File: config.mk
export PLATFORM = sky130hd
export DESIGN_NAME = uart_value_reporter
export DESIGN_NICKNAME = d
export VERILOG_FILES = /design/src/rtl/uart_value_reporter.sv
export SDC_FILE = /design/constraint.sdc
export NUM_CORES = 1
export LEC_CHECK = 0
export CAP_MARGIN = 15
export CORE_UTILIZATION = 30
export DETAILED_ROUTE_END_ITERATION = 8
export HOLD_SLACK_MARGIN = 0.05
export MAX_ROUTING_LAYER = met4
export PLACE_DENSITY = 0.57
export SYNTH_ARGS = -nofsm -noshare
export SYNTH_HDL_FRONTEND = slang
export SYNTH_SLANG_ARGS = --single-unit
File: constraint.sdc
create_clock -name i_clock -period 3.4 [get_ports i_clock]
set_input_delay 0.34 -clock i_clock [delete_from_list [all_inputs] [get_ports i_clock]]
set_output_delay 0.34 -clock i_clock [all_outputs]
set_load 0.01 [all_outputs]
File: src/rtl/uart_value_reporter.sv
// Turns a 16-bit sample into the 9-byte ASCII line "V=ddddd\r\n" and hands it
// to the UART transmit supervisor. A one-deep pending slot holds a sample that arrives mid-report.
module uart_value_reporter (
    input  logic         i_clock,
    input  logic         i_reset,
    input  logic [15:0]  i_sample,
    input  logic         i_sampleValid,
    input  logic         i_txBusy,
    input  logic         i_txDone,
    output logic         o_txBegin,
    output logic [111:0] o_txData,
    output logic [7:0]   o_txDataLength,
    output logic         o_busy,
    output logic         o_reportDone,
    output logic [7:0]   o_dropCount
);
    localparam logic [7:0] LABEL     = 8'h56;
    localparam logic [7:0] SEPARATOR = 8'h3D;
    localparam logic [7:0] CR        = 8'h0D;
    localparam logic [7:0] LF        = 8'h0A;

    typedef enum logic [2:0] {IDLE, CONVERT, LOAD, START, WAIT} state_t;

    state_t      state;
    state_t      state_next;
    logic [15:0] bin;
    logic [19:0] bcd;
    logic [19:0] bcd_adj;
    logic [4:0]  shift_count;
    logic        pending;
    logic [15:0] pending_value;
    logic        drop_event;

    always_ff @(posedge i_clock) begin
        if (i_reset) state <= IDLE;
        else         state <= state_next;
    end

    // Strobes are masked during reset so an abandoned message never leaks a begin or done.
    always_comb begin
        state_next   = state;
        o_txBegin    = 1'b0;
        o_reportDone = 1'b0;
        case (state)
            IDLE:    if (i_sampleValid || pending) state_next = CONVERT;
            CONVERT: if (shift_count == 5'd15) state_next = LOAD;
            LOAD:    state_next = START;
            START: begin
                if (!i_txBusy) begin
                    o_txBegin  = !i_reset;
                    state_next = WAIT;
                end
            end
            WAIT: begin
                if (i_txDone) begin
                    o_reportDone = !i_reset;
                    state_next   = IDLE;
                end
            end
            default: state_next = IDLE;
        endcase
    end

    always_comb begin
        bcd_adj = bcd;
        for (int unsigned i = 0; i < 5; i++) begin
            if (bcd[4*i +: 4] >= 4'd5) bcd_adj[4*i +: 4] = bcd[4*i +: 4] + 4'd3;
        end
    end

    // A sample is lost whenever a new strobe meets an occupied pending slot, in any state.
    always_comb drop_event = i_sampleValid && pending;

    always_comb o_busy = (state != IDLE) || pending;

    always_ff @(posedge i_clock) begin
        if (i_reset) begin
            bin            <= '0;
            bcd            <= '0;
            shift_count    <= '0;
            pending        <= 1'b0;
            pending_value  <= '0;
            o_txData       <= '0;
            o_txDataLength <= '0;
            o_dropCount    <= '0;
        end else begin
            case (state)
                IDLE: begin
                    bcd         <= '0;
                    shift_count <= '0;
                    if (i_sampleValid || pending) begin
                        bin     <= i_sampleValid ? i_sample : pending_value;
                        pending <= 1'b0;
                    end
                end
                CONVERT: begin
                    {bcd, bin}  <= {bcd_adj, bin} << 1;
                    shift_count <= shift_count + 5'd1;
                end
                LOAD: begin
                    o_txData <= {40'h0, LABEL, SEPARATOR,
                                 4'h3, bcd[19:16], 4'h3, bcd[15:12], 4'h3, bcd[11:8],
                                 4'h3, bcd[7:4], 4'h3, bcd[3:0], CR, LF};
                    o_txDataLength <= 8'd9;
                end
                default: ;
            endcase

            if (state != IDLE && i_sampleValid) begin
                pending       <= 1'b1;
                pending_value <= i_sample;
            end

            if (drop_event && o_dropCount != 8'hFF) o_dropCount <= o_dropCount + 8'd1;
        end
    end
endmodule

==> metrics.txt <==
status=complete, no violations; Synth top area share=37.46%; Rows=45; area of the multi-input gates=2341 um^2; Ports=152; later-pin clock latency in the skew report=350 ps; Hold Slack=453.5 ps; Lkg Pwr=2.139 nW; number of diodes=0; clock-pin slew on the worst setup and hold paths=70 ps; layout cell share with drive strength beyond 1=4.695%; Die Width=128.6 um; TritonCTS Buffers=9; Slew @ Worst Pin=767.1 ps; Post-CTS Hold Buffers=0; RSZ-0062 raised after global routing=false; die footprint=16,540 um^2; Crit path required time=3060 ps; final cell count without fillers=850; Ys Warns=0; Syn Inst Count=598; worst hold path class=flop to flop; Longest Clk Path Bufs=2; Async S/R FF share, synth=0%; startpoint types=flop; Worst VDD drop=0.2219 mV; post-layout min period=2474 ps; H-tree depth=3; vias per cell=4.305; Final Power=2.217 mW; RD Place Congestion=0.7761; most frequent cells in the layout=nand2_1 (116), dfxtp_1 (90), a21oi_1 (80); Clock Sinks=90; Yosys reg bits=90; Syn-to-layout area delta=15.84%; port buffer count=77; Worst slew margin=48.79%; die height=128.6 um; Initial Utilization=31.18%; Fin. Hold Viols=0; Syn Area/Cell=8.043 um^2; Vias=3,659; leading cell types by total area after synthesis=dfxtp_1 (37%), buf_4 (16%), nand2_1 (9.1%); clk_skew=9.116 ps; most common cell after layout, fill and taps aside=nand2_1; Setup TNS Final=0 ps; sequential share of the synthesized area=37.46%; CTS Root Cell=clkbuf_16; GRT Total Usage=12.43%; number of synthesized flops with an enable pin=0; Routed WL=9.710 mm; PwrDens=397.9 nW/um^2; hpwl dp=6.962 mm; cell accounting for the most synthesized area=dfxtp_1; endpoints failing setup=0; Resized cells post-CTS=0; antenna violations before repair=0; Filler cells=1,644; first drt pass iteration count=4; maximum clock frequency=404.3 MHz; largest net degree at the start of global routing=45; Critical Path Sink Type=output pin; post-DR wirelength/cell=11.42 um; setup repair bufs after CTS=0; DRC errors left=0; unique cell type count in the Yosys netlist=40; DP Cell Count=833; Layout Nets=668; critical path arrival=2130 ps; synthesized cell area=4810 um^2; GRT overflow=0; WS Path Type=flop to output pin; Reg area=1802 um^2; Detailed Route Iter0 Violations=167; Main synth FF type=dfxtp_1; first-pass GRT wire length=15.88 mm; Worst Path Max Fanout=18; max-cap violations=0; CTS tree=built; period utilization=72.76%; Final Max Slew Viols=0; core area=15,430 um^2; vias in the first global route=3,380; Post-DRT Antenna Nets=0
==> power breakdown <==
part	internal (mW)	leakage, nW	switching [mW]
registers	1.08	0.730	0.0199
clock network	0.493	0.135	0.420
logic	0.0719	1.27	0.129
==> logic make-up (layout without fill, tap and decap cells) <==
kind of cell | after synthesis | count (layout) | synth area share [%]
XOR/XNOR | 10 | 10 | 1.821
multiplexers | 23 | 23 | 4.813
AO/OA/AOI/OAI | 126 | 126 | 15.11
buffers and inverters | 147 | 115 | 19.67
AND/OR/NAND/NOR | 188 | 188 | 17.66
adder cells (fa/ha/maj) | 13 | 13 | 3.382
other | 1 | 74 | 0.07797
flip-flops | 90 | 90 | 37.46
==> synth_stat cells, drive strengths merged (7+ instances only) <==
master,count
a21oi,80
a22o,10
buf,116
clkbuf,16
dfxtp,90
ha,13
inv,15
mux2i,22
nand2,116
nand2b,8
nand3,7
nor2,18
nor3,8
o211ai,15
o21ai,15
or3,9
==> per-layer routing <==
| metal | part of all wire, % | vias up | track usage (%) |
|---|---|---|---|
| met5 | 0 | - | - |
| met4 | 1.1 | 0 | 3.599 |
| met3 | 3.8 | 10 | 3.617 |
| met2 | 47 | 79 | 20.32 |
| met1 | 48 | 1661 | 14.76 |
| li1 | - | 1909 | - |
==> final cells by class <==
type                    count  area share (%)
clock buffers               9           4.042
multi-input cells         434           42.02
repair buffers             84           15.05
clock inverters             7          0.8084
flip-flops and latches     90           32.34
well taps                 211           4.738
inverters                  15           1.011
==> path summary, 6_finish.rpt <==
check	from	end	slack, ps	cells past startpoint
max	state[0]	o_txBegin	930	3
max reg2reg	state[1]	bin[5]	1450	4
min	pending_value[13]	pending_value[13]	450	2
min reg2reg	pending_value[13]	pending_value[13]	450	2
==> flip-flops by register name, indices dropped and copies added (netlist names) <==
name           count
pending_value     16
o_txData          21
bin               16
bcd               20
shift_count        5
pending            1
o_dropCount        8
state              3
==> stage by stage <==
| step | util, % | area, um^2 | setup slack, ps |
|---|---|---|---|
| floorplan | - | 5084 | 1857 |
| global placement | 34.18 | 5274 | 1124 |
| detailed placement | 34.18 | 5274 | 1033 |
| CTS | 35.94 | 5544 | 888.4 |
| global route | 36.12 | 5572 | 762.4 |
| finish | 36.12 | 5572 | 926.3 |
==> worst max-delay path, stage by stage (launching register included) <==
cell,delay [ps]
dfxtp_1,710
nand4_1,310
nor2_1,210
clkdlybuf4s50_1,560
Note: power is estimated with default switching activity, not from simulation.
